### config.mk
export PLATFORM = sky130hd
export DESIGN_NAME = strng_multi_core_flat
export DESIGN_NICKNAME = d
export VERILOG_FILES = /design/src/rtl/strng_multi_core_pkg.sv /design/src/rtl/strng_multi_core_if.sv /design/src/rtl/strng_multi_core_sampler.sv /design/src/rtl/strng_multi_core_str.sv /design/src/rtl/strng_multi_core.sv /design/src/flat_wrapper.sv
export SDC_FILE = /design/constraint.sdc
export NUM_CORES = 1
export LEC_CHECK = 0
export CELL_PAD_IN_SITES_DETAIL_PLACEMENT = 1
export CELL_PAD_IN_SITES_GLOBAL_PLACEMENT = 1
export CORE_AREA = 2 2 144 182
export CTS_BUF_LIST = sky130_fd_sc_hd__clkbuf_8 sky130_fd_sc_hd__clkbuf_16
export DETAILED_ROUTE_END_ITERATION = 8
export DIE_AREA = 0 0 146 184
export MAX_ROUTING_LAYER = met4
export PLACE_DENSITY = 0.7
export SLEW_MARGIN = 25
export SYNTH_ARGS = -nofsm -noshare
export SYNTH_HDL_FRONTEND = slang
export SYNTH_SLANG_ARGS = --single-unit
### constraint.sdc
create_clock -name clk -period 7.55 [get_ports clk]
set_clock_uncertainty 0.1 [all_clocks]
set_input_delay 1.1325 -clock clk [delete_from_list [all_inputs] [get_ports clk]]
set_output_delay 1.1325 -clock clk [all_outputs]
set_load 0.02 [all_outputs]
### src/rtl/strng_multi_core_pkg.sv
// Shared types for the STR TRNG core: FSM states, debias modes and ring seeding helpers.
package strng_multi_core_pkg;

    typedef enum logic [2:0] {
        ST_IDLE   = 3'd0,
        ST_WARMUP = 3'd1,
        ST_RUN    = 3'd2,
        ST_HOLD   = 3'd3,
        ST_ERROR  = 3'd4
    } state_t;

    typedef enum logic {
        MODE_RAW = 1'b0,
        MODE_VN  = 1'b1
    } mode_t;

    localparam logic [15:0] JITTER_TAPS = 16'hB400;

    function automatic logic [15:0] jitter_step(input logic [15:0] s);
        return {1'b0, s[15:1]} ^ (s[0] ? JITTER_TAPS : 16'h0000);
    endfunction

    // Every ring gets a distinct non-zero seed so channels never track each other.
    function automatic logic [15:0] ring_seed(input int ch, input int side);
        return 16'(32'hACE1 + ch * 32'h03B7 + side * 32'h1F0B) | 16'h0001;
    endfunction

endpackage

### src/rtl/strng_multi_core_if.sv
// Control and random-word handshake bundle between the TRNG core and its consumer.
interface strng_multi_core_if #(
    parameter int OUT_W = 32
);
    logic             en;
    logic             mode;
    logic             test_en;
    logic             test_bit;
    logic [OUT_W-1:0] rnd_data;
    logic             rnd_valid;
    logic             rnd_ready;
    logic             health_err;

    modport master (
        output en, mode, test_en, test_bit, rnd_ready,
        input  rnd_data, rnd_valid, health_err
    );

    modport slave (
        input  en, mode, test_en, test_bit, rnd_ready,
        output rnd_data, rnd_valid, health_err
    );
endinterface

### src/rtl/strng_multi_core_sampler.sv
// One ring pair with its 4-stage sampler and a 2-flop clk synchronizer per sampled bit.
module strng_multi_core_sampler #(
    parameter int             LEN    = 8,
    parameter logic [LEN-1:0] INIT   = 8'b01010000,
    parameter logic [15:0]    SEED_A = 16'hACE1,
    parameter logic [15:0]    SEED_B = 16'h1D2B
) (
    input  logic           clk,
    input  logic           rstn,
    output logic [LEN-1:0] sync_bits
);

    logic [LEN-1:0] ring_a;
    logic [LEN-1:0] ring_b;
    logic           strb;
    logic           strb_q;
    logic [LEN-1:0] stage0;
    logic [LEN-1:0] stage0_q;
    logic [LEN-1:0] stage1;
    logic [LEN-1:0] stage2;
    logic [LEN-1:0] rise0;
    logic [LEN-1:0] sync1;

    strng_multi_core_str #(.LEN(LEN), .INIT(INIT), .SEED(SEED_A)) u_ring_a (
        .clk  (clk),
        .rstn (rstn),
        .ring (ring_a)
    );

    strng_multi_core_str #(.LEN(LEN), .INIT(INIT), .SEED(SEED_B)) u_ring_b (
        .clk  (clk),
        .rstn (rstn),
        .ring (ring_b)
    );

    // Ring parity flips on every token move, which makes it the strobe.
    assign strb  = ^ring_b;
    assign rise0 = stage0 & ~stage0_q;

    always_ff @(posedge clk or negedge rstn) begin
        if (!rstn) begin
            strb_q    <= 1'b0;
            stage0    <= '0;
            stage0_q  <= '0;
            stage1    <= '0;
            stage2    <= '0;
            sync1     <= '0;
            sync_bits <= '0;
        end else begin
            strb_q <= strb;
            if (strb && !strb_q) begin
                stage0 <= ring_a ^ stage1;
                stage1 <= stage0;
            end
            stage0_q  <= stage0;
            stage2    <= (stage2 & ~rise0) | (stage1 & rise0);
            sync1     <= stage2;
            sync_bits <= sync1;
        end
    end

endmodule

### src/rtl/strng_multi_core_str.sv
// Clocked stand-in for a self-timed ring: tokens advance into bubbles on stages whose
// pseudo-random jitter enable fires, so the ring evolves irregularly but deterministically.
module strng_multi_core_str
    import strng_multi_core_pkg::*;
#(
    parameter int          LEN  = 8,
    parameter logic [LEN-1:0] INIT = 8'b01010000,
    parameter logic [15:0] SEED = 16'hACE1
) (
    input  logic           clk,
    input  logic           rstn,
    output logic [LEN-1:0] ring
);

    logic [15:0]    jitter;
    logic [LEN-1:0] fire;
    logic [LEN-1:0] ring_nx;

    for (genvar i = 0; i < LEN; i++) begin : g_stage
        localparam int P = (i + LEN - 1) % LEN;
        localparam int N = (i + 1) % LEN;
        // Muller stage: copies its predecessor only while predecessor and successor differ.
        assign fire[i]    = jitter[i % 16] ^ jitter[15 - (i % 16)];
        assign ring_nx[i] = (fire[i] && (ring[P] != ring[N])) ? ring[P] : ring[i];
    end

    always_ff @(posedge clk or negedge rstn) begin
        if (!rstn) begin
            jitter <= SEED;
            ring   <= INIT;
        end else begin
            jitter <= jitter_step(jitter);
            ring   <= ring_nx;
        end
    end

endmodule

### src/rtl/strng_multi_core.sv
// Multi-channel STR TRNG: folds sampled ring bits into one raw bit per clock, optionally
// debiases it, packs words for a valid/ready consumer and runs a repetition-count test.
module strng_multi_core
    import strng_multi_core_pkg::*;
#(
    parameter int                 NUM_CH     = 2,
    parameter int                 STR_LEN    = 8,
    parameter logic [STR_LEN-1:0] STR_INIT   = 8'b01010000,
    parameter int                 OUT_W      = 32,
    parameter int                 WARMUP_CYC = 64,
    parameter int                 RCT_LIM    = 32
) (
    input logic               clk,
    input logic               rstn,
    strng_multi_core_if.slave bus
);

    localparam int WW = $clog2(WARMUP_CYC + 1);
    localparam int BW = $clog2(OUT_W);
    localparam int RW = $clog2(RCT_LIM + 1);
    localparam logic [WW-1:0] WARM_LAST = WW'(WARMUP_CYC - 1);
    localparam logic [BW-1:0] BIT_LAST  = BW'(OUT_W - 1);
    localparam logic [RW-1:0] RUN_LIM   = RW'(RCT_LIM);

    state_t               state;
    state_t               state_nx;
    mode_t                mode_q;
    logic [WW-1:0]        warm_cnt;
    logic [BW-1:0]        bit_cnt;
    logic [RW-1:0]        run_cnt;
    logic [RW-1:0]        run_nx;
    logic                 last_r;
    logic                 phase;
    logic                 b0;
    logic [OUT_W-1:0]     shreg;
    logic [OUT_W-1:0]     shreg_nx;
    logic [OUT_W-1:0]     rnd_data_q;
    logic                 rnd_valid_q;
    logic                 health_err_q;
    logic [NUM_CH*STR_LEN-1:0] sync_all;
    logic                 raw_bit;
    logic                 hc_active;
    logic                 trip;
    logic                 accept;
    logic                 acc_bit;
    logic                 word_done;
    logic                 transfer;

    for (genvar c = 0; c < NUM_CH; c++) begin : g_ch
        strng_multi_core_sampler #(
            .LEN    (STR_LEN),
            .INIT   (STR_INIT),
            .SEED_A (ring_seed(c, 0)),
            .SEED_B (ring_seed(c, 1))
        ) u_sampler (
            .clk       (clk),
            .rstn      (rstn),
            .sync_bits (sync_all[c*STR_LEN +: STR_LEN])
        );
    end

    assign raw_bit        = bus.test_en ? bus.test_bit : ^sync_all;
    assign transfer       = rnd_valid_q & bus.rnd_ready;
    assign bus.rnd_data   = rnd_data_q;
    assign bus.rnd_valid  = rnd_valid_q;
    assign bus.health_err = health_err_q;

    always_comb begin
        hc_active = (state == ST_RUN) || (state == ST_HOLD);
        run_nx    = (run_cnt == '0 || raw_bit != last_r) ? RW'(1) : run_cnt + 1'b1;
        trip      = bus.en && hc_active && (run_nx >= RUN_LIM);
        accept    = 1'b0;
        acc_bit   = raw_bit;
        if (state == ST_RUN && bus.en) begin
            if (mode_q == MODE_RAW) begin
                accept = 1'b1;
            end else if (phase) begin
                accept  = (raw_bit != b0);
                acc_bit = b0;
            end
        end
        word_done = accept && (bit_cnt == BIT_LAST) && !trip;
        shreg_nx  = {shreg[OUT_W-2:0], acc_bit};
    end

    // Dropping en wins over every other transition.
    always_comb begin
        state_nx = state;
        case (state)
            ST_IDLE:   if (bus.en) state_nx = ST_WARMUP;
            ST_WARMUP: if (warm_cnt == WARM_LAST) state_nx = ST_RUN;
            ST_RUN: begin
                if (trip)                              state_nx = ST_ERROR;
                else if (word_done && !bus.rnd_ready)  state_nx = ST_HOLD;
            end
            ST_HOLD: begin
                if (trip)          state_nx = ST_ERROR;
                else if (transfer) state_nx = ST_RUN;
            end
            ST_ERROR:  state_nx = ST_ERROR;
            default:   state_nx = ST_IDLE;
        endcase
        if (!bus.en) state_nx = ST_IDLE;
    end

    always_ff @(posedge clk or negedge rstn) begin
        if (!rstn) state <= ST_IDLE;
        else       state <= state_nx;
    end

    always_ff @(posedge clk or negedge rstn) begin
        if (!rstn) begin
            mode_q   <= MODE_RAW;
            warm_cnt <= '0;
            bit_cnt  <= '0;
            run_cnt  <= '0;
            last_r   <= 1'b0;
            phase    <= 1'b0;
            b0       <= 1'b0;
            shreg    <= '0;
        end else if (state == ST_IDLE) begin
            if (bus.en) begin
                mode_q   <= mode_t'(bus.mode);
                warm_cnt <= '0;
                bit_cnt  <= '0;
                run_cnt  <= '0;
                phase    <= 1'b0;
            end
        end else if (bus.en) begin
            if (state == ST_WARMUP) warm_cnt <= warm_cnt + 1'b1;
            if (state == ST_HOLD)   phase <= 1'b0;
            if (hc_active) begin
                run_cnt <= run_nx;
                last_r  <= raw_bit;
            end
            if (state == ST_RUN && mode_q == MODE_VN) begin
                phase <= ~phase;
                if (!phase) b0 <= raw_bit;
            end
            if (accept) begin
                shreg   <= shreg_nx;
                bit_cnt <= (bit_cnt == BIT_LAST) ? '0 : bit_cnt + 1'b1;
            end
        end
    end

    // A completing word may land on the same edge as a transfer and simply replaces it.
    always_ff @(posedge clk or negedge rstn) begin
        if (!rstn) begin
            rnd_data_q   <= '0;
            rnd_valid_q  <= 1'b0;
            health_err_q <= 1'b0;
        end else begin
            if (!bus.en || trip) begin
                rnd_valid_q <= 1'b0;
            end else if (word_done) begin
                rnd_valid_q <= 1'b1;
                rnd_data_q  <= shreg_nx;
            end else if (transfer) begin
                rnd_valid_q <= 1'b0;
            end
            if (!bus.en)   health_err_q <= 1'b0;
            else if (trip) health_err_q <= 1'b1;
        end
    end

endmodule

### src/flat_wrapper.sv
// flat-port wrapper written by rule: the top's interface ports become plain ports
module strng_multi_core_flat import strng_multi_core_pkg::*;
#(
    parameter int                 NUM_CH     = 2,
    parameter int                 STR_LEN    = 8,
    parameter logic [STR_LEN-1:0] STR_INIT   = 8'b01010000,
    parameter int                 OUT_W      = 32,
    parameter int                 WARMUP_CYC = 64,
    parameter int                 RCT_LIM    = 32
)
  (clk, rstn, bus_en, bus_mode, bus_test_en, bus_test_bit, bus_rnd_ready, bus_rnd_data, bus_rnd_valid, bus_health_err);
  strng_multi_core_if #(.OUT_W(OUT_W)) bus_i ();
  input logic clk;
  input logic rstn;
  input wire logic [$bits(bus_i.en)-1:0] bus_en;
  input wire logic [$bits(bus_i.mode)-1:0] bus_mode;
  input wire logic [$bits(bus_i.test_en)-1:0] bus_test_en;
  input wire logic [$bits(bus_i.test_bit)-1:0] bus_test_bit;
  input wire logic [$bits(bus_i.rnd_ready)-1:0] bus_rnd_ready;
  output wire logic [$bits(bus_i.rnd_data)-1:0] bus_rnd_data;
  output wire logic [$bits(bus_i.rnd_valid)-1:0] bus_rnd_valid;
  output wire logic [$bits(bus_i.health_err)-1:0] bus_health_err;
  assign bus_i.en = bus_en;
  assign bus_i.mode = bus_mode;
  assign bus_i.test_en = bus_test_en;
  assign bus_i.test_bit = bus_test_bit;
  assign bus_i.rnd_ready = bus_rnd_ready;
  assign bus_rnd_data = bus_i.rnd_data;
  assign bus_rnd_valid = bus_i.rnd_valid;
  assign bus_health_err = bus_i.health_err;
  strng_multi_core #(.NUM_CH(NUM_CH), .STR_LEN(STR_LEN), .STR_INIT(STR_INIT), .OUT_W(OUT_W), .WARMUP_CYC(WARMUP_CYC), .RCT_LIM(RCT_LIM)) u_core (.clk(clk), .rstn(rstn), .bus(bus_i));
endmodule
# After elaboration in Yosys (flattened, before gate mapping)
# Index checks and enable logic that the tools add are counted.
# word_totals
reg_bits	284
in_bits	7
output_inout_bits	34
# classes
addsub	3
magnitude_cmp	1
n_eq_ne	44
n_mux	42
bitwise_logic	54
n_reduce_logical	69
# op_table
op	n
two-way mux 16 bit	4
bitwise XOR 15 x 16 -> 16 bit	4
bitwise AND 8 bit	6
logical AND 1 bit	41
inequality test 1 bit	34
NOT 8 bit	4
bitwise XOR 1 bit	32
two-way mux 6 bit	5
two-way mux 7 bit	4
two-way mux 5 bit	5
two-way mux 3 bit	6
two-way mux 1 bit	17
OR 8 bit	2
XOR reduction 16 bit	1
XOR reduction 8 bit	2
bitwise XOR 8 bit	2
case mux 3 bit (5 select lines)	1
AND reduction 2 bit	6
AND reduction 3 bit	4
adder 7 x 1 -> 7 bit, second input constant	1
== test 7 x 6 -> 1 bit, second input constant	1
adder 6 x 1 -> 6 bit, second input constant	1
== test 3 x 2 -> 1 bit, second input constant	2
greater-or-equal comparator 6 bit, second input constant	1
other kinds (16)	27

# Longest topological paths before layout
# Gate-level depths: netlist of run 1.
# logic_depth
depth_word	14
mapped_depth	10

# Modules after synthesis
# Synthesis of run 1 repeated with hierarchy kept, for this count alone.
# unflattened
hier_cells	758
area_unflattened_um2	10939.2
# modules_own_cells
mod	n_inst	cells_per_inst	area_per_inst_um2
strng_multi_core	1	316	3970.1
strng_multi_core_sampler	2	99	1760.4
strng_multi_core_str at u_core.g_ch[0].u_sampler.u_ring_b	1	61	864.6
strng_multi_core_str at u_core.g_ch[1].u_sampler.u_ring_b	1	61	863.3
strng_multi_core_str at u_core.g_ch[0].u_sampler.u_ring_a	1	61	860.8
strng_multi_core_str at u_core.g_ch[1].u_sampler.u_ring_a	1	61	859.6

# Worst setup path after synthesis of run 1
# No wires, ideal clock.
# synth_path
path_kind	input port to flip-flop
start	input bus_en
end	register u_core.rnd_data_q[10] (netlist: u_core.bus.rnd_data[10])
setup_time_ps	125
arrival_ps	2728
required_time_ps	7325
slack_ps	4597
path_stages	6
n_path_buf	1
path_cell_list	nor2b_1 nand2_1 a21o_1 o311ai_2 buf_6 mux2_4
# synth_via
elab_chain_cells	5
elab_cells_between_ends	11
cone_classes	mux: 1; bitwise: 1; reduce/logical: 9
# synth_lines
item	line	rtl
start: declaration	flat_wrapper.sv:15	input wire logic [$bits(bus_i.en)-1:0] bus_en;
logical AND 1 bit (on tied branches)	strng_multi_core.sv:74, strng_multi_core.sv:71	
two-way mux 1 bit or logical AND 1 bit (tied branches)	strng_multi_core.sv:74, strng_multi_core.sv:71	
logical AND 1 bit (tied with other cells)	strng_multi_core.sv:82	word_done = accept && (bit_cnt == BIT_LAST) && !trip;
logical AND 1 bit or NOT 1 bit (tied branches)	-	
AND reduction 2 bit (no line) *	-	
end signal: assignment	strng_multi_core.sv:158	rnd_data_q <= shreg_nx;
end: declaration	strng_multi_core.sv:37	logic [OUT_W-1:0] rnd_data_q;
# Mark *: on every way between the ends. The rest lies on a longest branch, timed or not.
# A chain may end at the register's enable or synchronous reset.

# Worst setup path after layout of run 1
# layout_path
start	register u_core.g_ch[0].u_sampler.sync_bits[0]
end	register u_core.rnd_data_q[21] (netlist: u_core.bus.rnd_data[21])
# layout_via
elab_chain_cells	10
elab_cells_between_ends	17
cone_classes	order compare: 1; eq/ne: 2; mux: 5; bitwise: 1; reduce/logical: 8
# layout_lines
item	line	rtl
start: declaration	strng_multi_core_sampler.sv:10	output logic [LEN-1:0] sync_bits
start signal: assignment	strng_multi_core_sampler.sv:58	sync_bits <= sync1;
XOR reduction 16 bit *	strng_multi_core.sv:62	assign raw_bit = bus.test_en ? bus.test_bit : ^sync_all;
two-way mux 1 bit *	strng_multi_core.sv:62	
inequality test 1 bit	strng_multi_core.sv:70	run_nx = (run_cnt == '0 || raw_bit != last_r) ? RW'(1) : run_cnt + 1'b1;
logical OR 1 bit	strng_multi_core.sv:70	
two-way mux 6 bit	strng_multi_core.sv:70	
greater-or-equal comparator 6 bit	strng_multi_core.sv:71	trip = bus.en && hc_active && (run_nx >= RUN_LIM);
logical AND 1 bit	strng_multi_core.sv:71	
logical NOT 1 bit or logical OR 1 bit (tied branches)	strng_multi_core.sv:82, strng_multi_core.sv:154	
logical AND 1 bit or NOT 1 bit (tied branches)	-	
AND reduction 2 bit (no line) *	-	
# Marked as above.

==> metrics.txt, run 1 <==
# TYPE chip_impl_metric gauge
chip_impl_metric{name="r2r.worst_path.cells",unit=""} 10
chip_impl_metric{name="routedWlPerCell",unit="µm"} 15.2
chip_impl_metric{name="layout-drive-gt1-share",unit="%"} 18.1
chip_impl_info{name="most_used_cells_in_the_layout_excluding_fill_and_tap_cells",value="sky130_fd_sc_hd__dfrtp_1 (240), sky130_fd_sc_hd__nand2_1 (138), sky130_fd_sc_hd__xnor2_1 (62), sky130_fd_sc_hd__o21ai_0 (46), sky130_fd_sc_hd__dfstp_2 (44)"} 1
chip_impl_info{name="status",value="finished clean"} 1
chip_impl_metric{name="post_cts_hold_buffer_count",unit=""} 0
chip_impl_metric{name="cellPowerDensity",unit="nW/µm²"} 259
chip_impl_info{name="synth_area_leader_cell",value="sky130_fd_sc_hd__dfrtp_1"} 1
chip_impl_metric{name="grt.overflow.total",unit=""} 0
chip_impl_metric{name="comb_power_share",unit="%"} 5.7
chip_impl_info{name="grt_setup_unrepaired",value="no"} 1
chip_impl_metric{name="timing.final.hold_violations",unit=""} 0
chip_impl_info{name="critical_path.endpoint_type",value="flip-flop"} 1
chip_impl_info{name="cp-start-kind",value="flip-flop"} 1
chip_impl_info{name="synth.area.top_cells",value="sky130_fd_sc_hd__dfrtp_1 (55%), sky130_fd_sc_hd__dfstp_2 (11%), sky130_fd_sc_hd__xnor2_1 (5.0%), sky130_fd_sc_hd__nand2_1 (4.7%), sky130_fd_sc_hd__mux2_4 (4.1%)"} 1
chip_impl_metric{name="chipHeight",unit="µm"} 184
chip_impl_metric{name="num_antenna_cells",unit=""} 0
chip_impl_metric{name="seq_power_share",unit="%"} 49.2
chip_impl_metric{name="core_area",unit="µm²"} 25000
chip_impl_metric{name="synth_largest_type_area_fraction",unit="%"} 55.0
chip_impl_info{name="category_of_the_most_critical_setup_path",value="flip-flop to flip-flop"} 1
chip_impl_metric{name="worstPathArrival",unit="ps"} 3800
chip_impl_metric{name="final_period_minus_worst_setup_slack",unit="ps"} 3480
chip_impl_metric{name="dp_hpwl",unit="µm"} 11800
chip_impl_metric{name="final_max_slew_viol_count",unit=""} 0
chip_impl_metric{name="first_pass_iters",unit=""} 4
chip_impl_metric{name="max-cap-violations",unit=""} 0
chip_impl_info{name="cts_tree",value="built"} 1
chip_impl_metric{name="std_cell_rows",unit=""} 65
chip_impl_metric{name="final_net_count",unit=""} 917
chip_impl_metric{name="syn-cell-area",unit="µm²"} 10900
chip_impl_metric{name="synth.distinct_cells",unit=""} 43
chip_impl_metric{name="clkSinkCount",unit=""} 284
chip_impl_metric{name="avgViaCountPerCell",unit=""} 4.94
chip_impl_metric{name="cts_buffers",unit=""} 29
chip_impl_metric{name="worst_slew_pin_slew",unit="ps"} 921
chip_impl_metric{name="grt_start_max_net_pins",unit=""} 171
chip_impl_metric{name="grt_antenna_before_repair",unit=""} 0
chip_impl_metric{name="share_clk_of_total_power",unit="%"} 45.1
chip_impl_metric{name="path_max_fanout",unit=""} 36
chip_impl_metric{name="detail_route.wirelength",unit="µm"} 19200
chip_impl_metric{name="synthCells",unit=""} 848
chip_impl_metric{name="ioPinCount",unit=""} 41
chip_impl_info{name="cts_root_buf",value="sky130_fd_sc_hd__clkbuf_16"} 1
chip_impl_metric{name="synth.yosys.warnings",unit=""} 0
chip_impl_metric{name="clock_path_buffers",unit=""} 3
chip_impl_metric{name="report.final.setup_viol",unit=""} 0
chip_impl_metric{name="finalCoreUtilization",unit="%"} 50.7
chip_impl_metric{name="routed-via-count",unit=""} 6234
chip_impl_metric{name="clk_transition_reported_paths",unit="ps"} 60
chip_impl_info{name="post_synth_top_flop",value="sky130_fd_sc_hd__dfrtp_1"} 1
chip_impl_metric{name="syn2layout_area_growth",unit="%"} 16.5
chip_impl_metric{name="grt_pass1_vias",unit=""} 6854
chip_impl_metric{name="cell_area_placed",unit="µm²"} 11700
chip_impl_metric{name="synth-seq-cells",unit=""} 284
chip_impl_metric{name="start_util",unit="%"} 43.6
chip_impl_info{name="hold_path_startpoint",value="u_core.g_ch[0].u_sampler.sync1[1]$_DFF_PN0_"} 1
chip_impl_info{name="timing.rr.end",value="u_core.bus.rnd_data[21]$_DFFE_PN0P_"} 1
chip_impl_metric{name="remaining_number_of_nets_flagged_by_the_antenna_check_after_routing",unit=""} 0
chip_impl_metric{name="switching_part_of_the_total",unit="%"} 23.1
chip_impl_info{name="hold_path.class",value="flip-flop to flip-flop"} 1
chip_impl_metric{name="cp.required",unit="ps"} 7870
chip_impl_metric{name="io_buffers",unit=""} 40
chip_impl_metric{name="htree_levels",unit=""} 1
chip_impl_metric{name="cts-resized-gates",unit=""} 0
chip_impl_metric{name="clk_latency",unit="ps"} 560
chip_impl_info{name="hold-path-endpoint",value="u_core.g_ch[0].u_sampler.sync_bits[1]$_DFF_PN0_"} 1
chip_impl_metric{name="grt_pass1_wl",unit="µm"} 33700
chip_impl_metric{name="ir_worst_vdd",unit="mV"} 0.161
chip_impl_metric{name="min_period_over_period",unit="%"} 46.1
chip_impl_metric{name="global_route.usage.total",unit="%"} 15.5
chip_impl_metric{name="dieArea",unit="µm²"} 26900
chip_impl_metric{name="reg2reg_slack",unit="ps"} 4070
chip_impl_metric{name="synth_fp_nets",unit=""} 860
chip_impl_metric{name="horizontal_die_dimension",unit="µm"} 146
chip_impl_info{name="startpoint_of_the_most_critical_register_to_register_path",value="u_core.g_ch[0].u_sampler.sync_bits[0]$_DFF_PN0_"} 1
chip_impl_metric{name="p_switching",unit="mW"} 0.760
chip_impl_metric{name="number_of_flops_mapped_to_enable_cells_by_yosys",unit=""} 0
chip_impl_metric{name="max_clock_freq",unit="GHz"} 0.287
chip_impl_metric{name="postLayoutCellArea",unit="µm²"} 12700
chip_impl_metric{name="detail_route.iter0.violations",unit=""} 181
chip_impl_metric{name="cts.repair_timing.setup_buffer_count",unit=""} 0
chip_impl_info{name="layout.cells.most_common",value="sky130_fd_sc_hd__dfrtp_1"} 1
chip_impl_metric{name="finalWeightedCongestion",unit=""} 0.770
chip_impl_metric{name="ys_seq_area_share",unit="%"} 65.6
chip_impl_metric{name="worstHoldPathCells",unit=""} 0
chip_impl_metric{name="synth.avg_cell_area",unit="µm²"} 12.9
chip_impl_metric{name="totalNegativeSetupSlack",unit="ps"} 0
chip_impl_metric{name="place_ws",unit="ps"} 3540
chip_impl_metric{name="cell_internal_pwr",unit="mW"} 2.53
chip_impl_metric{name="slew-limit-headroom",unit="%"} 38.1
chip_impl_metric{name="drt_drc_violations_left",unit=""} 0
chip_impl_metric{name="share_of_async_settable_or_async_resettable_flops_after_synthesis",unit="%"} 100
chip_impl_info{name="cp-startpoint",value="u_core.g_ch[0].u_sampler.sync_bits[0]$_DFF_PN0_"} 1
chip_impl_metric{name="final_worst_slack",unit="ps"} 4070
chip_impl_metric{name="leakage_power_of_the_design",unit="nW"} 6.20
==> stage by stage <==
stage	cells	hold WS, ps	total power, mW
final	1263	247	3.29
after global routing	1263	256	3.43
after CTS	1263	250	3.34
after detailed placement	1209	236	1.83
after global placement	1209	233	1.83
after floorplan	848	231	1.75
==> cell usage after synthesis (3+ instances only) <==
cell type	count
sky130_fd_sc_hd__a21oi_1	36
sky130_fd_sc_hd__a22o_1	3
sky130_fd_sc_hd__and3_1	4
sky130_fd_sc_hd__buf_6	3
sky130_fd_sc_hd__clkbuf_1	17
sky130_fd_sc_hd__dfrtp_1	240
sky130_fd_sc_hd__dfstp_2	44
sky130_fd_sc_hd__ha_1	5
sky130_fd_sc_hd__inv_1	21
sky130_fd_sc_hd__mux2_2	39
sky130_fd_sc_hd__mux2_4	30
sky130_fd_sc_hd__nand2_1	138
sky130_fd_sc_hd__nand2b_1	26
sky130_fd_sc_hd__nand3_1	10
sky130_fd_sc_hd__nor2_1	37
sky130_fd_sc_hd__nor2b_1	3
sky130_fd_sc_hd__nor3_1	4
sky130_fd_sc_hd__o21ai_0	46
sky130_fd_sc_hd__o2bb2ai_1	16
sky130_fd_sc_hd__xnor2_1	62
sky130_fd_sc_hd__xor2_1	37
==> power by group through the flow <==
stage	Combinational, mW	Sequential, mW	Clock (mW)
2_1_floorplan	0.133	1.62	0
3_3_place_gp	0.186	1.64	0
3_5_place_dp	0.188	1.64	0
4_1_cts	0.190	1.62	1.53
5_1_grt	0.216	1.62	1.59
6_report	0.186	1.62	1.48
==> final cells by class <==
type	instances	area, µm²
clock buffers	32	767
clock inverters	22	240
fillers	2588	12300
inverters	21	78.8
multi-input cells	523	3580
flip-flops and latches	284	7160
well taps	335	419
repair buffers	46	463
==> worst max-delay path, cell delays in order, from the launching register on <==
cell and delay [ps]:
sky130_fd_sc_hd__dfrtp_1 370, sky130_fd_sc_hd__xnor2_1 190, sky130_fd_sc_hd__xnor2_1 150, sky130_fd_sc_hd__xnor2_1 370
sky130_fd_sc_hd__xnor3_1 400, sky130_fd_sc_hd__o311a_1 370, sky130_fd_sc_hd__nor3_4 130, sky130_fd_sc_hd__buf_4 390
sky130_fd_sc_hd__o311ai_4 160, sky130_fd_sc_hd__buf_4 340, sky130_fd_sc_hd__mux2_4 360
==> how the worst max path moves through the flow <==
stage,endpoint,cells after the start
after global placement,u_core.bus.rnd_data[9]$_DFFE_PN0P_,8
after CTS,u_core.bus.rnd_data[21]$_DFFE_PN0P_,10
after global routing,u_core.bus.rnd_data[21]$_DFFE_PN0P_,8
after floorplan,u_core.bus.rnd_data[10]$_DFFE_PN0P_,6
final,u_core.bus.rnd_data[21]$_DFFE_PN0P_,10
after detailed placement,u_core.bus.rnd_data[14]$_DFFE_PN0P_,8
==> routing by layer <==
metal  global-route usage, %  wire [µm]  vias to the layer above
met4                    4.04        329                        0
li1                        -          -                     2930
met3                    2.26        622                       28
met2                    27.1       9780                       76
met5                       -          0                        -
met1                    19.1       8480                     3200
==> state kept, by name, summed over array words and instances, names as in the netlist, 6 cells and up, named ones only <==
| signal | cells |
|---|---|
| u_core.bus.rnd_data | 32 |
| u_core.g_ch.u_sampler.u_ring_a.jitter | 32 |
| u_core.g_ch.u_sampler.u_ring_b.jitter | 32 |
| u_core.shreg | 31 |
| u_core.g_ch.u_sampler.stage0 | 16 |
| u_core.g_ch.u_sampler.stage0_q | 16 |
| u_core.g_ch.u_sampler.stage1 | 16 |
| u_core.g_ch.u_sampler.sync1 | 16 |
| u_core.g_ch.u_sampler.sync_bits | 16 |
| u_core.g_ch.u_sampler.u_ring_a.ring | 16 |
| u_core.g_ch.u_sampler.u_ring_b.ring | 16 |
| u_core.warm_cnt | 7 |
| u_core.run_cnt | 6 |
==> cell families (layout without fill, tap and decap cells) <==
group,count (synthesis),in the layout,synth area share (%)
compound gates,115,115,6.46
xor+xnor,100,100,8.15
simple gates,234,234,9.40
buf+inv,41,121,1.62
flops,284,284,65.6
fa+ha+maj,5,5,0.573
mux,69,69,8.15
(Power assumes the default switching activity.)
==> inputs of run 2 (changes only) <==
Settings changed: PLACE_DENSITY 0.7 to 0.73.
Clock period 7.55 ns to 3 ns, I/O delays scaled along.
==> metrics.txt, run 2 (synthesized netlist as in run 1, its figures left out) <==
# TYPE chip_impl_metric gauge
chip_impl_info{name="status",value="finished clean"} 1
chip_impl_info{name="cts_tree",value="built"} 1
chip_impl_metric{name="final_period_minus_worst_setup_slack",unit="ps"} 2870
chip_impl_metric{name="avgViaCountPerCell",unit=""} 4.95
chip_impl_metric{name="routedWlPerCell",unit="µm"} 16.2
chip_impl_metric{name="cp.required",unit="ps"} 3340
chip_impl_metric{name="cell_area_placed",unit="µm²"} 11900
chip_impl_metric{name="detail_route.iter0.violations",unit=""} 198
chip_impl_metric{name="clkSinkCount",unit=""} 284
chip_impl_metric{name="final_instance_count_excl_fillers",unit=""} 1277
chip_impl_metric{name="final_net_count",unit=""} 931
chip_impl_info{name="category_of_the_most_critical_setup_path",value="flip-flop to flip-flop"} 1
chip_impl_metric{name="cts.repair_timing.setup_buffer_count",unit=""} 0
chip_impl_metric{name="grt_start_max_net_pins",unit=""} 95
chip_impl_metric{name="worst_slew_pin_slew",unit="ps"} 788
chip_impl_metric{name="io_buffers",unit=""} 40
chip_impl_metric{name="layout-drive-gt1-share",unit="%"} 20.2
chip_impl_metric{name="grt_antenna_before_repair",unit=""} 0
chip_impl_metric{name="ioPinCount",unit=""} 41
chip_impl_metric{name="final_max_slew_viol_count",unit=""} 0
chip_impl_metric{name="syn2layout_area_growth",unit="%"} 17.8
chip_impl_info{name="cp-start-kind",value="flip-flop"} 1
chip_impl_metric{name="horizontal_die_dimension",unit="µm"} 146
chip_impl_metric{name="remaining_number_of_nets_flagged_by_the_antenna_check_after_routing",unit=""} 0
chip_impl_metric{name="path_max_fanout",unit=""} 25
chip_impl_metric{name="cts_buffers",unit=""} 29
chip_impl_metric{name="drt_drc_violations_left",unit=""} 0
chip_impl_metric{name="core_area",unit="µm²"} 25000
chip_impl_metric{name="hold-worst-slack",unit="ps"} 249
chip_impl_metric{name="clk_latency",unit="ps"} 550
chip_impl_metric{name="slew-limit-headroom",unit="%"} 46.9
chip_impl_metric{name="htree_levels",unit=""} 1
chip_impl_info{name="hold_path.class",value="flip-flop to flip-flop"} 1
chip_impl_metric{name="chipHeight",unit="µm"} 184
chip_impl_metric{name="max-cap-violations",unit=""} 0
chip_impl_metric{name="final_worst_slack",unit="ps"} 134
chip_impl_metric{name="detail_route.wirelength",unit="µm"} 20700
chip_impl_info{name="critical_path.endpoint_type",value="flip-flop"} 1
chip_impl_info{name="layout.cells.most_common",value="sky130_fd_sc_hd__dfrtp_1"} 1
chip_impl_metric{name="clock_path_buffers",unit=""} 3
chip_impl_metric{name="dp_cells",unit=""} 1222
chip_impl_metric{name="global_route.usage.total",unit="%"} 16.5
chip_impl_metric{name="postLayoutCellArea",unit="µm²"} 12900
chip_impl_metric{name="ir_worst_vdd",unit="mV"} 0.376
chip_impl_metric{name="clk_transition_reported_paths",unit="ps"} 60
chip_impl_metric{name="finalCoreUtilization",unit="%"} 51.3
chip_impl_metric{name="place_ws",unit="ps"} 121
chip_impl_metric{name="totalNegativeSetupSlack",unit="ps"} 0
chip_impl_metric{name="fillCellCount",unit=""} 2569
chip_impl_metric{name="num_antenna_cells",unit=""} 0
chip_impl_metric{name="total_power",unit="mW"} 8.24
chip_impl_metric{name="timing.final.hold_violations",unit=""} 0
chip_impl_metric{name="multi_input_comb_area",unit="µm²"} 3590
chip_impl_metric{name="std_cell_rows",unit=""} 65
chip_impl_metric{name="worstPathArrival",unit="ps"} 3200
chip_impl_metric{name="min_period_over_period",unit="%"} 95.5
chip_impl_metric{name="max_clock_freq",unit="GHz"} 0.349
chip_impl_metric{name="finalWeightedCongestion",unit=""} 0.771
chip_impl_metric{name="leakage_power_of_the_design",unit="nW"} 6.25
chip_impl_info{name="most_used_cells_in_the_layout_excluding_fill_and_tap_cells",value="sky130_fd_sc_hd__dfrtp_1 (240), sky130_fd_sc_hd__nand2_1 (138), sky130_fd_sc_hd__xnor2_1 (61), sky130_fd_sc_hd__o21ai_0 (46), sky130_fd_sc_hd__dfstp_2 (44)"} 1
chip_impl_metric{name="start_util",unit="%"} 43.6
chip_impl_metric{name="dp_hpwl",unit="µm"} 13400
chip_impl_info{name="grt_setup_unrepaired",value="no"} 1
chip_impl_metric{name="dieArea",unit="µm²"} 26900
chip_impl_metric{name="first_pass_iters",unit=""} 4
chip_impl_metric{name="grt_pass1_wl",unit="µm"} 35700
chip_impl_metric{name="grt.overflow.total",unit=""} 0
chip_impl_metric{name="grt_pass1_vias",unit=""} 7103
chip_impl_metric{name="cellPowerDensity",unit="nW/µm²"} 641
chip_impl_metric{name="area_used_by_sequential_logic_in_the_layout",unit="µm²"} 7160
chip_impl_metric{name="report.final.setup_viol",unit=""} 0
chip_impl_info{name="cts_root_buf",value="sky130_fd_sc_hd__clkbuf_16"} 1
chip_impl_metric{name="routed-via-count",unit=""} 6326
run 2: cell count changes in the layout (fill, tap and decap cells not counted), sizes merged:
| cell | change |
|---|---|
| buf | +13 |
| clkinvlp | +1 |
| dlygate4sd3 | +1 |
| bufinv | -2 |
| inv | -7 |
| clkinv | +7 |
| clkbuf | +1 |
run 2: path summary, 6_finish.rpt:
check | to | cells after the start | slack [ps] | startpoint
setup / recovery | u_core.bus.rnd_data[15]$_DFFE_PN0P_ | 9 | 130 | u_core.g_ch[0].u_sampler.sync_bits[6]$_DFF_PN0_
hold / removal | u_core.g_ch[0].u_sampler.sync_bits[1]$_DFF_PN0_ | 0 | 250 | u_core.g_ch[0].u_sampler.sync1[1]$_DFF_PN0_
setup reg to reg | u_core.bus.rnd_data[15]$_DFFE_PN0P_ | 9 | 130 | u_core.g_ch[0].u_sampler.sync_bits[6]$_DFF_PN0_
hold reg to reg | u_core.g_ch[0].u_sampler.sync_bits[1]$_DFF_PN0_ | 0 | 250 | u_core.g_ch[0].u_sampler.sync1[1]$_DFF_PN0_
max in group asynchronous | u_core.g_ch[1].u_sampler.u_ring_b.ring[6]$_DFFE_PN1P_ | 3 | 1590 | rstn
min in group asynchronous | u_core.bus.rnd_data[8]$_DFFE_PN0P_ | 2 | 410 | rstn
run 2: area by class of cell:
cell class | count | area share [%]
Timing Repair Buffer | 60 | 4.86
Inverter | 21 | 0.613
Clock inverter | 21 | 1.53
Tap cell | 335 | 3.26
Sequential cell | 284 | 55.7
Clock buffer | 33 | 6.08
Multi-Input combinational cell | 523 | 27.9
run 2: critical path: stages (launching register included):
cell and delay [ps]:
sky130_fd_sc_hd__dfrtp_1 380, sky130_fd_sc_hd__xnor2_1 200, sky130_fd_sc_hd__xnor2_1 120, sky130_fd_sc_hd__xnor2_1 290, sky130_fd_sc_hd__xnor3_1 390, sky130_fd_sc_hd__o311a_1 360
sky130_fd_sc_hd__nor3_4 190, sky130_fd_sc_hd__o311ai_4 170, sky130_fd_sc_hd__buf_12 210, sky130_fd_sc_hd__mux2_4 320
run 2: routing by layer:
| metal | routed length (µm) | part of all wire (%) | GRT usage [%] |
|---|---|---|---|
| met1 | 8860 | 43 | 20.1 |
| met2 | 10800 | 52 | 28.9 |
| met3 | 594 | 2.9 | 2.26 |
| met4 | 469 | 2.3 | 4.93 |
| met5 | 0 | 0 | - |
run 2: what timing repair did:
action                                  4_1_cts  5_1_grt
hold buffers                                  1        0
endpoints found under the setup margin        0        5
gates resized for setup                       0        2
hold endpoints to repair                     87        0
run 2: power breakdown:
| group | switching, mW | internal [mW] | total [mW] | leakage [nW] |
|---|---|---|---|---|
| clock network | 1.49 | 2.13 | 3.62 | 0.497 |
| registers | 0.129 | 3.93 | 4.06 | 3.79 |
| logic | 0.350 | 0.210 | 0.560 | 1.96 |
==> edit 1 (config.mk and constraints of run 1) <==
Make the reset (`rstn`) synchronous in 5 clocked blocks.
--- a/src/rtl/strng_multi_core_sampler.sv
+++ b/src/rtl/strng_multi_core_sampler.sv
@@ -38,5 +38,5 @@
     assign rise0 = stage0 & ~stage0_q;
 
-    always_ff @(posedge clk or negedge rstn) begin
+    always_ff @(posedge clk) begin
         if (!rstn) begin
             strb_q    <= 1'b0;
--- a/src/rtl/strng_multi_core_str.sv
+++ b/src/rtl/strng_multi_core_str.sv
@@ -25,5 +25,5 @@
     end
 
-    always_ff @(posedge clk or negedge rstn) begin
+    always_ff @(posedge clk) begin
         if (!rstn) begin
             jitter <= SEED;
--- a/src/rtl/strng_multi_core.sv
+++ b/src/rtl/strng_multi_core.sv
@@ -104,10 +104,10 @@
     end
 
-    always_ff @(posedge clk or negedge rstn) begin
+    always_ff @(posedge clk) begin
         if (!rstn) state <= ST_IDLE;
         else       state <= state_nx;
     end
 
-    always_ff @(posedge clk or negedge rstn) begin
+    always_ff @(posedge clk) begin
         if (!rstn) begin
             mode_q   <= MODE_RAW;
@@ -146,5 +146,5 @@
 
     // A completing word may land on the same edge as a transfer and simply replaces it.
-    always_ff @(posedge clk or negedge rstn) begin
+    always_ff @(posedge clk) begin
         if (!rstn) begin
             rnd_data_q   <= '0;
Function: no difference found for any inputs over 10 cycles, from zero or initial values and one cycle with rstn low; that may be too few to reach the edited logic, so the function may still have changed.
==> edit 1 against run 1 <==
  * Highest routed layer unchanged
  * Wire length rose by 2.6%
  * Synthesized area is 1.2% lower
  * Design area shrank 2.9%
  * Fmax fell by 3.5%
  * Non-clock buffer count decreased by 2
  * Via count is 16% higher
  * Critical path type is now in -> reg
  * Final cell count up 18%
  * Setup slack worse by 0.13 ns
  * Sequential cell count is the same
  * Global-route usage about the same
Power is not compared: it rests on default switching activity, and its combinational part moved more than twofold at a synthesized area within 25%.
==> edit 1: results (changes against run 1) <==
CP Data Arrival Time: 3.96 ns (+0.16 ns)
HPWL after detailed placement: 12.5 mm (+6.2%)
Post-synth top cells: 284 x dfxtp_1, 126 x nor2_1, 105 x nand2_1
Seq. cell area: 5690 sq um (-21%)
R2R depth: 9 (-1)
Dpl cell area: 11,400 sq um (-2.9%)
Total global-route track usage: 15.5% (-0.024 points)
Fillers: 2,882 (+11%)
Reg2reg setup slack: 4.26 ns (+0.19 ns)
Hold depth: 1 (+1)
Crit Path Max Fanout: 38 (+5.6%)
DRT iter0 DRCs: 277 (+53%)
Min Tclk post-route: 3.61 ns (+0.126 ns)
Inverters: 30 (+43%)
Synth area leaders: dfxtp_1 53%, mux2i_1 9.0%, xnor2_1 6.7%
Area of the multi-input gates: 4720 sq um (+32%)
First-pass GRT wire length: 34.9 mm (+3.4%)
Largest net degree at the start of global routing: 75 (-56%)
Register area share after synthesis: 52.7% (-13 points)
Synth unique cells: 49 (+14%)
RR Startpoint: u_core.g_ch[0].u_sampler.sync_bits[1]
Synth Instances: 1,111 (+31%)
Worst Hold Launch: u_core.g_ch[1].u_sampler.sync1[3]
Drt via density: 4.87 (-1.4%)
Max incr delay on CP: 0.57 ns (+0.17 ns)
Layout cells sized above 1: 5.64% (-12 points)
Data buffer area share: 3.47% (-0.18 points)
Clock Latency Late Sink: 0.54 ns (-0.02 ns)
Worst Setup EP: u_core.bus.rnd_data[19]
Clkbuf count: 34 (+6.3%)
Routability cong.: 0.738 (-4.2%)
Vias in the first global route: 7,580 (+11%)
Area growth syn-to-layout: 14.5%
Post-Place Worst Slack: 3.37 ns (-0.169 ns)
Placed Cells: 1,437 (+19%)
Status: finished clean
Rel. slew slack: 46.4% (+8.2 points)
Worst path slowest cell: nor2_8
Critical Path Source: bus_en
WL/cell: 13.2 um (-13%)
Multi-input gate count: 744 (+42%)
-- edit 1: cell types whose count changed after synthesis, moves of 18 or more --
| cell | before | now |
|---|---|---|
| nand2b_1 | 26 | 44 |
| xnor2_1 | 62 | 82 |
| and2_1 | 0 | 71 |
| clkbuf_1 | 17 | 43 |
| dfstp_2 | 44 | 0 |
| mux2i_1 | 0 | 97 |
| mux2_4 | 30 | 0 |
| nand2_1 | 138 | 105 |
| a211oi_1 | 0 | 18 |
| xor2_1 | 37 | 16 |
| mux2_2 | 39 | 0 |
| nor2_1 | 37 | 126 |
| dfxtp_1 | 0 | 284 |
| dfrtp_1 | 240 | 0 |
-- edit 1: metal layers --
| layer | routed length, um | GRT usage (%) |
|---|---|---|
| met1 | 8790 | 17.4 |
| met4 | 388 | 4.04 |
| met2 | 9850 | 28.6 |
| met5 | 0 | - |
| met3 | 685 | 2.51 |
-- edit 1: cells by family (layout without fill, tap and decap cells) --
kind of cell / count (synthesis) / after routing / synth area share (%)
buffers and inverters: 83 / 125 / 3.68
and+or+nand+nor: 393 / 393 / 17.5
AOI/OAI and AO/OA: 150 / 150 / 8.38
DFF: 284 / 284 / 52.7
adders and majority gates: 5 / 5 / 0.580
muxes: 97 / 97 / 9.00
xor gates and xnor gates: 99 / 99 / 8.18
-- edit 1: where the power goes --
group | leakage [nW] | internal, mW | switching [mW] | total, mW
Clock | 0.496 | 0.883 | 0.583 | 1.47
Combinational | 1.69 | 0.217 | 0.226 | 0.442
Sequential | 2.31 | 1.63 | 0.106 | 1.74
-- edit 1: critical path, delay by kind of cell --
| kind | cells | cell delay, ns |
|---|---|---|
| buf+inv | 2 | 0.98 |
| mux | 1 | 0.28 |
| simple gates | 5 | 1.37 |
| compound gates | 1 | 0.17 |
==> edit 2 (config.mk and constraints of run 1) <==
Without the edit above. `RCT_LIM` is set to 32 in 2 places; all go to 16.
--- a/src/rtl/strng_multi_core.sv
+++ b/src/rtl/strng_multi_core.sv
@@ -9,5 +9,5 @@
     parameter int                 OUT_W      = 32,
     parameter int                 WARMUP_CYC = 64,
-    parameter int                 RCT_LIM    = 32
+    parameter int                 RCT_LIM    = 16
 ) (
     input logic               clk,
--- a/src/flat_wrapper.sv
+++ b/src/flat_wrapper.sv
@@ -7,5 +7,5 @@
     parameter int                 OUT_W      = 32,
     parameter int                 WARMUP_CYC = 64,
-    parameter int                 RCT_LIM    = 32
+    parameter int                 RCT_LIM    = 16
 )
   (clk, rstn, bus_en, bus_mode, bus_test_en, bus_test_bit, bus_rnd_ready, bus_rnd_data, bus_rnd_valid, bus_health_err);
Function: same outputs for any inputs over 10 cycles, from zero or initial values and one cycle with rstn low; that may be too few to reach the edited logic, so the function may still have changed.
==> edit 2 against run 1 <==
  * Critical path type is now in -> reg
  * Setup slack worse by 0.072 ns
  * Design area is 0.36% lower
  * Sequential cell count is 1 lower
  * Final cell count decreased by 3.2%
  * Sequential share of layout area barely moved
  * Count of clock-buffer cells in the layout down 1
  * Wire length decreased by 2.0%
  * Fmax is 2.0% lower
  * Synthesized area grew 0.33%
  * Hold slack worse by 0.0040 ns
  * Non-clock buffer count shrank 3
Power is not compared: it rests on default switching activity, and its combinational part moved more than twofold at a synthesized area within 25%.
==> edit 2: results (changes against run 1) <==
Status: finished clean
Vias in the first global route: 6,779 (-1.1%)
I/O Buffers: 40 (unchanged)
Initial antenna violation count: 0 (unchanged)
Post-Place Worst Slack: 3.43 ns (-0.106 ns)
Layout cells sized above 1: 23.0% (+4.9 points)
DRT iter0 DRCs: 193 (+6.6%)
Met3 Resource Use GR: 2.85% (+0.60 points)
Asr flop ratio synth: 100% (unchanged)
LEAKAGE: 6.06 nW
Synth top area share: 54.6% (-0.41 points)
Max clock buf depth: 3 (unchanged)
Rel. slew slack: 44.8% (+6.6 points)
Synth unique cells: 50 (+16%)
VDD IR max: 0.134 mV
Root buf cell: clkbuf_16
Crit Path Max Fanout: 34 (-5.6%)
Mapped Nets: 819 (-4.8%)
Ys Warns: 0 (unchanged)
Total global-route track usage: 15.4% (-0.094 points)
Num CTS Buffers: 28 (-3.4%)
Clock Latency Late Sink: 0.55 ns
Drt first pass iters: 4 (unchanged)
CTS resizes: 0 (unchanged)
Synth area leaders: dfrtp_1 55%, dfstp_2 11%, mux2_2 9.8%
Routability cong.: 0.766 (-0.57%)
Clock transition at path regs: 0.06 ns (about the same)
Met2 GRT Util: 26.4% (-0.62 points)
CP Data Arrival Time: 3.88 ns (+0.08 ns)
Worst hold path type: reg -> reg
First-pass GRT wire length: 33.5 mm (-0.80%)
Post-synth top cells: 239 x dfrtp_1, 95 x mux2_2, 62 x nand2_1
Fillers: 2,561 (-1.0%)
Largest net degree at the start of global routing: 154 (-9.9%)
Antenna Diode Count: 0 (unchanged)
# nets final: 877 (-4.4%)
Post-CTS Setup Inserts: 0 (unchanged)
HPWL after detailed placement: 12.2 mm (+3.7%)
Drt via density: 4.98 (+0.85%)
GR Layer Usage met1: 18.8% (-0.26 points)
Register area share after synthesis: 65.2% (-0.45 points)
WL/cell: 15.4 um (+1.2%)
Net Sw Frac: 21.6%
## edit 2: kinds of logic (layout without fill, tap and decap cells)
family / count (synthesis) / in the layout / share of synthesized area (%)
AOI/OAI and AO/OA: 111 / 111 / 6.44
adders and majority gates: 5 / 5 / 0.571
DFF: 283 / 283 / 65.2
and+or+nand+nor: 170 / 170 / 7.37
muxes: 104 / 104 / 10.8
xor gates and xnor gates: 98 / 98 / 8.17
buffers and inverters: 36 / 116 / 1.47
## edit 2: path summary, 6_finish.rpt
kind	slack, ns	cells past startpoint	start	end
min	0.24	0	u_core.g_ch[1].u_sampler.sync1[1]	u_core.g_ch[1].u_sampler.sync_bits[1]
min in group asynchronous	0.36	1	rstn	u_core.bus.rnd_data[18]
min reg2reg	0.24	0	u_core.g_ch[1].u_sampler.sync1[1]	u_core.g_ch[1].u_sampler.sync_bits[1]
max in group asynchronous	5.45	3	rstn	u_core.g_ch[1].u_sampler.u_ring_a.jitter[1]
max	4.00	6	bus_en	u_core.shreg[28]
max reg2reg	4.59	7	u_core.g_ch[1].u_sampler.sync_bits[1]	u_core.bus.rnd_data[2]
## edit 2: metrics by stage
stage                     cells  hold WS, ns  total power [mW]  util [%]  area (sq um)
after floorplan             807        0.231              1.59         -         10900
after global placement     1169        0.232              1.64      46.8         11700
after detailed placement   1169        0.237              1.64      46.8         11700
after CTS                  1221        0.243              3.02      50.4         12600
after global routing       1222        0.251              3.09      50.6         12700
final                      1222        0.243              2.97      50.6         12700
## edit 2: layout make-up
class | instances | area [sq um] | area share (%)
timing repair buffer | 43 | 460 | 3.64
tap | 335 | 419 | 3.31
inverter | 21 | 78.8 | 0.622
clock inverter | 21 | 173 | 1.36
sequential | 283 | 7140 | 56.3
clock buffer | 31 | 742 | 5.86
multi-input combinational | 488 | 3660 | 28.9
## edit 2: critical path: stages
cell and delay, ns:
clkdlybuf4s50_1 0.58, nor2b_1 0.35, nand2_1 0.25, nor2_1 0.46
nand2_2 0.61, mux2_2 0.48
## edit 2: power by group through the flow
stage / Sequential [mW] / Combinational (mW) / Clock, mW
after floorplan: 1.57 / 0.0287 / 0
after global placement: 1.57 / 0.0721 / 0
after detailed placement: 1.57 / 0.0737 / 0
after CTS: 1.54 / 0.0743 / 1.40
after global routing: 1.54 / 0.0836 / 1.46
final: 1.54 / 0.0725 / 1.35
## edit 2: layer usage
| layer | share of wire (%) | vias up |
|---|---|---|
| li1 | - | 2854 |
| met1 | 43 | 3133 |
| met2 | 51 | 73 |
| met3 | 3.6 | 23 |
| met4 | 1.7 | 0 |
| met5 | 0 | - |
